==> src/rtl/histogram_pkg.sv <==
`default_nettype none
// ============================================================================
// Module      : histogram_pkg
// Description : Shared types and helpers for the multi-channel histogram
//               generator: controller state encoding, channel-field width
//               calculation and {channel, pixel} RAM address packing.
// Revision    : 1.0 - initial release
// ============================================================================
package histogram_pkg;

  // Controller states (explicit 3-bit encoding).
  typedef enum logic [2:0] {
    ST_IDLE  = 3'd0,
    ST_CLEAR = 3'd1,
    ST_COUNT = 3'd2,
    ST_DRAIN = 3'd3,
    ST_DONE  = 3'd4
  } state_t;

  // Width of the channel field of a bin address; a single channel still
  // occupies one address bit so the address layout stays uniform.
  function automatic int calc_ch_w(input int channels);
    int w;
    w = $clog2(channels);
    return (w < 1) ? 1 : w;
  endfunction

  // Bin address {channel, pixel}; the caller truncates to its address width.
  function automatic logic [31:0] pack_addr(input logic [31:0] channel,
                                            input logic [31:0] pixel,
                                            input int          pixel_width);
    return (channel << pixel_width) | pixel;
  endfunction

endpackage
`default_nettype wire

==> src/rtl/histogram_rmw_pipe.sv <==
`default_nettype none
// ============================================================================
// Module      : histogram_rmw_pipe
// Description : Read-modify-write stage for the histogram RAM. Registers each
//               issued read address, and in the following cycle (when the RAM
//               read data is valid) writes value+1 back to the same bin.
//               Back-to-back hits on one bin take the just-written value
//               instead of the stale RAM read data.
//               Optional macro: HISTOGRAM_SATURATE_EN (bins saturate at
//               all-ones instead of wrapping to zero).
// Ports       : clk, rst (async, active-low)
//               rd_en / rd_addr   - read being issued this cycle
//               rd_data           - RAM data for last cycle's read
//               wr_en / wr_addr / wr_data - RAM write port
// Revision    : 1.0 - initial release
// ============================================================================
module histogram_rmw_pipe
  import histogram_pkg::*;
#(
  parameter int ADDR_W = 10,
  parameter int DATA_W = 17
) (
  input  logic              clk,
  input  logic              rst,
  input  logic              rd_en,
  input  logic [ADDR_W-1:0] rd_addr,
  input  logic [DATA_W-1:0] rd_data,
  output logic              wr_en,
  output logic [ADDR_W-1:0] wr_addr,
  output logic [DATA_W-1:0] wr_data
);

  // Read issued last cycle, whose data is on rd_data now.
  logic              pend_valid;
  logic [ADDR_W-1:0] pend_addr;
  // Write performed last cycle; not yet visible through the RAM read port.
  logic              last_valid;
  logic [ADDR_W-1:0] last_addr;
  logic [DATA_W-1:0] last_data;

  logic              fwd;
  logic [DATA_W-1:0] base;
  logic [DATA_W-1:0] incr;

  always_comb begin
    fwd  = pend_valid && last_valid && (pend_addr == last_addr);
    base = fwd ? last_data : rd_data;
`ifdef HISTOGRAM_SATURATE_EN
    incr = (&base) ? base : base + DATA_W'(1);
`else
    incr = base + DATA_W'(1);
`endif
  end

  assign wr_en   = pend_valid;
  assign wr_addr = pend_valid ? pend_addr : '0;
  assign wr_data = pend_valid ? incr : '0;

  always_ff @(posedge clk or negedge rst) begin
    if (!rst) begin
      pend_valid <= 1'b0;
      pend_addr  <= '0;
      last_valid <= 1'b0;
      last_addr  <= '0;
      last_data  <= '0;
    end else begin
      pend_valid <= rd_en;
      pend_addr  <= rd_addr;
      last_valid <= pend_valid;
      last_addr  <= pend_addr;
      last_data  <= incr;
    end
  end

endmodule
`default_nettype wire

==> src/rtl/histogram_generator_mc.sv <==
`default_nettype none
// ============================================================================
// Module      : histogram_generator_mc
// Description : Multi-channel pipelined histogram accumulator. Latches one
//               table of CHANNELS x TABLE_SIZE pixels on start, optionally
//               clears every bin first, then bins one pixel per cycle into an
//               external simple-dual-port RAM via read-modify-write.
//               Optional macro: HISTOGRAM_SATURATE_EN (saturating bins).
// Ports       : clk, rst (async, active-low)
//               start, is_first_table, image_table - table input
//               ram_rd_en, ram_rd_addr, ram_rd_data - RAM read port
//               ram_wr_en, ram_wr_addr, ram_wr_data - RAM write port
//               busy, done - status
// Revision    : 1.0 - initial release
// ============================================================================
module histogram_generator_mc
  import histogram_pkg::*;
#(
  parameter int IMAGE_WIDTH                 = 320,
  parameter int IMAGE_HEIGHT                = 240,
  parameter int PIXEL_WIDTH                 = 8,
  parameter int TABLE_SIZE                  = 64,
  parameter int CHANNELS                    = 3,
  parameter int HISTOGRAM_RAM_DATA_WIDTH    = $clog2(IMAGE_WIDTH * IMAGE_HEIGHT),
  parameter int HISTOGRAM_RAM_ADDRESS_WIDTH = PIXEL_WIDTH + calc_ch_w(CHANNELS)
) (
  input  logic                                   clk,
  input  logic                                   rst,
  input  logic                                   start,
  input  logic                                   is_first_table,
  input  logic [CHANNELS*TABLE_SIZE*PIXEL_WIDTH-1:0] image_table,
  output logic                                   ram_rd_en,
  output logic [HISTOGRAM_RAM_ADDRESS_WIDTH-1:0] ram_rd_addr,
  input  logic [HISTOGRAM_RAM_DATA_WIDTH-1:0]    ram_rd_data,
  output logic                                   ram_wr_en,
  output logic [HISTOGRAM_RAM_ADDRESS_WIDTH-1:0] ram_wr_addr,
  output logic [HISTOGRAM_RAM_DATA_WIDTH-1:0]    ram_wr_data,
  output logic                                   busy,
  output logic                                   done
);

  localparam int AW        = HISTOGRAM_RAM_ADDRESS_WIDTH;
  localparam int DW        = HISTOGRAM_RAM_DATA_WIDTH;
  localparam int CH_W      = calc_ch_w(CHANNELS);
  localparam int TBL_W     = CHANNELS * TABLE_SIZE * PIXEL_WIDTH;
  localparam int TBL_IDX_W = (TBL_W > 1) ? $clog2(TBL_W) : 1;
  localparam int N_READS   = CHANNELS * TABLE_SIZE;
  localparam int N_CLEAR   = CHANNELS * (2 ** PIXEL_WIDTH);
  localparam int CNT_MAX   = (N_CLEAR > N_READS) ? N_CLEAR : N_READS;
  localparam int CNT_W     = $clog2(CNT_MAX + 1);
  localparam int PX_W      = (TABLE_SIZE > 1) ? $clog2(TABLE_SIZE) : 1;

  localparam logic [CNT_W-1:0] CLEAR_LAST = CNT_W'(N_CLEAR - 1);
  localparam logic [CNT_W-1:0] READ_LAST  = CNT_W'(N_READS - 1);
  localparam logic [PX_W-1:0]  PX_LAST    = PX_W'(TABLE_SIZE - 1);

  state_t state;
  state_t next_state;

  // cnt is the clear address in CLEAR and the flat (channel-major) pixel
  // index in COUNT; ch_cnt/px_cnt track the same pixel split by channel.
  logic [CNT_W-1:0]     cnt;
  logic [CH_W-1:0]      ch_cnt;
  logic [PX_W-1:0]      px_cnt;
  logic [TBL_W-1:0]     table_q;
  logic [TBL_IDX_W-1:0] bit_base;
  logic [PIXEL_WIDTH-1:0] pixel;

  logic          pipe_wr_en;
  logic [AW-1:0] pipe_wr_addr;
  logic [DW-1:0] pipe_wr_data;

  // Channel-major flat index maps directly onto the packed table layout.
  assign bit_base = TBL_IDX_W'(cnt) * TBL_IDX_W'(PIXEL_WIDTH);
  assign pixel    = table_q[bit_base +: PIXEL_WIDTH];

  always_ff @(posedge clk or negedge rst) begin
    if (!rst) begin
      state <= ST_IDLE;
    end else begin
      state <= next_state;
    end
  end

  always_ff @(posedge clk or negedge rst) begin
    if (!rst) begin
      cnt     <= '0;
      ch_cnt  <= '0;
      px_cnt  <= '0;
      table_q <= '0;
    end else begin
      case (state)
        ST_IDLE: begin
          if (start) begin
            table_q <= image_table;
            cnt     <= '0;
            ch_cnt  <= '0;
            px_cnt  <= '0;
          end
        end
        ST_CLEAR: begin
          cnt <= (cnt == CLEAR_LAST) ? '0 : cnt + 1'b1;
        end
        ST_COUNT: begin
          cnt <= cnt + 1'b1;
          if (px_cnt == PX_LAST) begin
            px_cnt <= '0;
            ch_cnt <= ch_cnt + 1'b1;
          end else begin
            px_cnt <= px_cnt + 1'b1;
          end
        end
        default: ;
      endcase
    end
  end

  always_comb begin
    next_state  = state;
    busy        = 1'b0;
    done        = 1'b0;
    ram_rd_en   = 1'b0;
    ram_rd_addr = '0;
    ram_wr_en   = pipe_wr_en;
    ram_wr_addr = pipe_wr_addr;
    ram_wr_data = pipe_wr_data;
    case (state)
      ST_IDLE: begin
        if (start) begin
          next_state = is_first_table ? ST_CLEAR : ST_COUNT;
        end
      end
      ST_CLEAR: begin
        // The RMW pipe is idle here, so the write port is free for clears.
        busy        = 1'b1;
        ram_wr_en   = 1'b1;
        ram_wr_addr = AW'(cnt);
        ram_wr_data = '0;
        if (cnt == CLEAR_LAST) begin
          next_state = ST_COUNT;
        end
      end
      ST_COUNT: begin
        busy        = 1'b1;
        ram_rd_en   = 1'b1;
        ram_rd_addr = AW'(pack_addr(32'(ch_cnt), 32'(pixel), PIXEL_WIDTH));
        if (cnt == READ_LAST) begin
          next_state = ST_DRAIN;
        end
      end
      ST_DRAIN: begin
        busy       = 1'b1;
        next_state = ST_DONE;
      end
      ST_DONE: begin
        done       = 1'b1;
        next_state = ST_IDLE;
      end
      default: next_state = ST_IDLE;
    endcase
  end

  histogram_rmw_pipe #(
    .ADDR_W (AW),
    .DATA_W (DW)
  ) u_rmw_pipe (
    .clk     (clk),
    .rst     (rst),
    .rd_en   (ram_rd_en),
    .rd_addr (ram_rd_addr),
    .rd_data (ram_rd_data),
    .wr_en   (pipe_wr_en),
    .wr_addr (pipe_wr_addr),
    .wr_data (pipe_wr_data)
  );

endmodule
`default_nettype wire

==> config.mk <==
export PLATFORM = sky130hd
export DESIGN_NAME = histogram_generator_mc
export DESIGN_NICKNAME = d
export VERILOG_FILES = /design/src/rtl/histogram_pkg.sv /design/src/rtl/histogram_rmw_pipe.sv /design/src/rtl/histogram_generator_mc.sv
export SDC_FILE = /design/constraint.sdc
export NUM_CORES = 2
export LEC_CHECK = 0
export BUFFER_PORTS_ARGS = -buffer_cell sky130_fd_sc_hd__buf_2
export CAP_MARGIN = 15
export CORE_AREA = 5 5 621 623
export DETAILED_ROUTE_END_ITERATION = 8
export DIE_AREA = 0 0 626 628
export PLACE_DENSITY = 0.45
export SYNTH_ARGS = -nofsm -noshare
export SYNTH_HDL_FRONTEND = slang
export SYNTH_SLANG_ARGS = --single-unit
export TNS_END_PERCENT = 1
==> constraint.sdc <==
create_clock -name clk -period 8.9 [get_ports clk]
set_input_delay 0.89 -clock clk [delete_from_list [all_inputs] [get_ports clk]]
set_output_delay 0.89 -clock clk [all_outputs]
set_load 0.01 [all_outputs]
==> flow_metrics.tcl <==
set metrics [dict create \
    outcome "finished, final reports clean" \
    clock_skew_ps 100.9 \
    crit_path_start_kind "register" \
    reg2reg_slack_ps 4150 \
    switching_share_pct 25.29 \
    setup_ws_ps 2324 \
    die_area_mm2 0.3931 \
    grt_pass1_wl_um 534400 \
    clkPwrFrac_pct 48.4 \
    most-common-layout-cells "4712 x nand2_1, 1596 x buf_2, 1589 x dfrtp_1" \
    drt_wl_total_um 397200 \
    overflow 0 \
    cts.sinks 1596 \
    syn_inst 7765 \
    final.setup.tns_ps 0 \
    ant_nets 0 \
    cp_top_family "buffers and inverters" \
    yosysSeqAreaShare_pct 55.13 \
    ys_types 56 \
    cts_buffers 198 \
    post-place-cells 14006 \
    ctsHtreeMaxLevel 4 \
    syn_area_mm2 0.07244 \
    grtUsageMet1_pct 23.19 \
    final_common_cell "nand2_1" \
    cpMaxStageDelayCell "dfrtp_4" \
    hold_viol_final 0 \
    max_slew_margin_pct 22.67 \
    period_needed_ps 6576 \
    cp_max_fo 35 \
    slowest_delay_ps 930 \
    busiest_layer "met2" \
    synthesis.nets 9325 \
    post-dp-hpwl_um 313900 \
    stdcell_count 14557 \
    post_dp_cell_area_mm2 0.08592 \
    grt_pass1_vias 63710 \
    seqPwrFrac_pct 44.8 \
    cp_num_buf_inv 4 \
    synth_ff_type "dfrtp_1" \
    grt_setup_unrepaired "false" \
    synth-seq-cells 1596 \
    fp.coreArea_mm2 0.3803 \
    antenna_found_initial 120 \
    switching_power_w 0.004465 \
    cts_tree "built" \
    portBuffers 1597 \
    use_met3_pct 2.695 \
    pwr-share-comb_pct 6.8 \
    clk_path_buf_depth 4 \
    worstSkewPairLatency_ps 910 \
    internal_power_w 0.01319 \
    io_pins 1598 \
    wl_per_cell_um 27.29 \
    fin_crit_sh_pct 73.88 \
    drt_iter0_drc 5062 \
    power_density_mw_per_mm2 189.5 \
    clk_pin_slew_ps 70 \
    grt_max_degree 195 \
    drive_gt1_share_pct 26.13 \
    synthArstFlopShare_pct 100.0 \
    yosysWarnings 0 \
    yosys.area.top_type "dfrtp_1" \
    fin_nets 10729 \
    vias 61695 \
    p_leak_nw 48.23 \
    drt_first_pass_iters 7 \
    syn2layout_area_growth_pct 28.64 \
    grt_util_met2_pct 34.20 \
    fmax_mhz 152.1 \
    crit_path_frequent_cell "buf_4" \
    num_rows 227 \
    fin_area_mm2 0.09319 \
    critPathCaptureType "output port" \
    hp-class "in2reg" \
    track_usage_pct 19.49 \
    num-fill-cells 41721 \
    path_cells "buf_12, buf_4, mux4_2, and3_1, nor4_2, buf_4, a211oi_1, nor3_1, a21oi_1, a22o_1, buf_2" \
    viasPerCell 4.238 \
    syn_area_per_cell_um2 9.329 \
    slew_viol_final 0 \
    drv_cap 0 \
    arrival_ps 5690 \
    path_class "reg2out" \
    synth-edff-count 0 \
    tightest_slew_ps 1160 \
    drc 0 \
    die_w_um 626 \
    setup_violations 0 \
    initial_core_util_pct 19.05 \
    synthDominantCellAreaShare_pct 55.13 \
    gp_congestion 0.8918 \
    ys_top_cells_by_area "dfrtp_1 55%, nand2_1 24%, mux4_2 12%" \
    die_h_um 628 \
    ir_drop_mv 0.1605 \
    place_ws_ps 3080 \
    cp.required_ps 8010 \
    root_buffer "clkbuf_16" \
]
logic make-up after synthesis:
family	after synthesis	synth area share [%]
AOI/OAI and AO/OA	273	2.503
xor gates and xnor gates	32	0.3869
adders and majority gates	3	0.05182
buffers and inverters	497	2.822
DFF	1596	55.13
muxes	492	13.50
and+or+nand+nor	4872	25.61
cell type report:
type / instances / area [µm²] / share of cell area [%]
Sequential cell: 1596 / 39960 / 42.88
Antenna cell: 192 / 480.5 / 0.5156
Clock buffer: 284 / 5729 / 6.148
Clock inverter: 74 / 1044 / 1.120
Timing Repair Buffer: 1693 / 9072 / 9.736
Tap cell: 5038 / 6304 / 6.764
Inverter: 8 / 35.03 / 0.03759
Multi-Input combinational cell: 5672 / 30570 / 32.80
synthesized netlist by cell type (3+ instances only):
cell / n
nor2_1: 53
and3_1: 12
dfrtp_1: 1596
inv_1: 6
a21oi_1: 61
nand4_1: 7
buf_1: 19
nor3_1: 10
o22ai_1: 13
or3_1: 5
a22oi_1: 68
or2_2: 3
and2_1: 14
mux2_2: 8
nor4_1: 18
nor2b_1: 7
nand3_1: 11
xor2_1: 23
ha_1: 3
o32ai_1: 3
nand2b_1: 11
clkbuf_1: 403
o31ai_1: 5
mux2i_1: 97
o221ai_1: 9
o21ai_0: 56
buf_4: 18
a22o_1: 12
nand2_1: 4712
a221o_1: 5
xnor2_1: 9
buf_6: 8
nand4b_1: 3
mux4_2: 387
buf_2: 41
a221oi_1: 17
a31oi_1: 4
a211oi_1: 7
metal layers:
layer  vias to the layer above  wire length [µm]
met1                     31052            154900
met4                        32             21490
li1                      28019                 -
met5                         -               189
met3                       574             18380
met2                      2018            202200
worst reg2reg max path: cells and delay by family, from the launching register on:
family          cells  cell delay, ps
buf+inv             3            1240
simple gates        3            1130
flops               1             930
compound gates      3             700
mux                 1             570
metrics by stage:
stage / hold WS [ps] / total power [W] / util, %
2_1_floorplan: 391.5 / 0.008330 / -
3_3_place_gp: 417.2 / 0.009264 / 22.59
3_5_place_dp: 412.1 / 0.009265 / 22.59
4_1_cts: 28.47 / 0.01796 / 24.38
5_1_grt: 99.75 / 0.01834 / 24.49
6_report: 156.1 / 0.01765 / 24.50
state kept, by name, summed over array words and instances, names as in the netlist:
| name | count |
|---|---|
| ch_cnt | 2 |
| cnt | 10 |
| px_cnt | 6 |
| state | 3 |
| table_q | 1536 |
| u_rmw_pipe.last_addr | 10 |
| u_rmw_pipe.last_data | 17 |
| u_rmw_pipe.last_valid | 1 |
| u_rmw_pipe.pend_addr | 10 |
| u_rmw_pipe.wr_en | 1 |
worst paths after layout:
check | start | to | cells after the start
min | image_table[4] | table_q[4] | 3
min in group asynchronous | rst | table_q[1203] | 2
min reg2reg | u_rmw_pipe.pend_addr[0] | u_rmw_pipe.last_addr[0] | 0
max reg2reg | cnt[0] | u_rmw_pipe.pend_addr[2] | 10
max in group asynchronous | rst | table_q[1386] | 4
max | cnt[0] | ram_rd_addr[2] | 11
power groups by stage:
stage	Combinational, W	Clock (W)	Sequential, W
after floorplan	0.000455	0	0.00787
after global placement	0.00122	0	0.00805
after detailed placement	0.00123	0	0.00803
after CTS	0.00124	0.00881	0.00791
after global routing	0.00135	0.00906	0.00794
final	0.00121	0.00854	0.00791
what timing repair did:
action,CTS,global route
hold endpoints to repair,76,0
resized for setup,0,0
hold buffers,1,0
buffers inserted,0,0
Power figures use the tool's default switching activity.
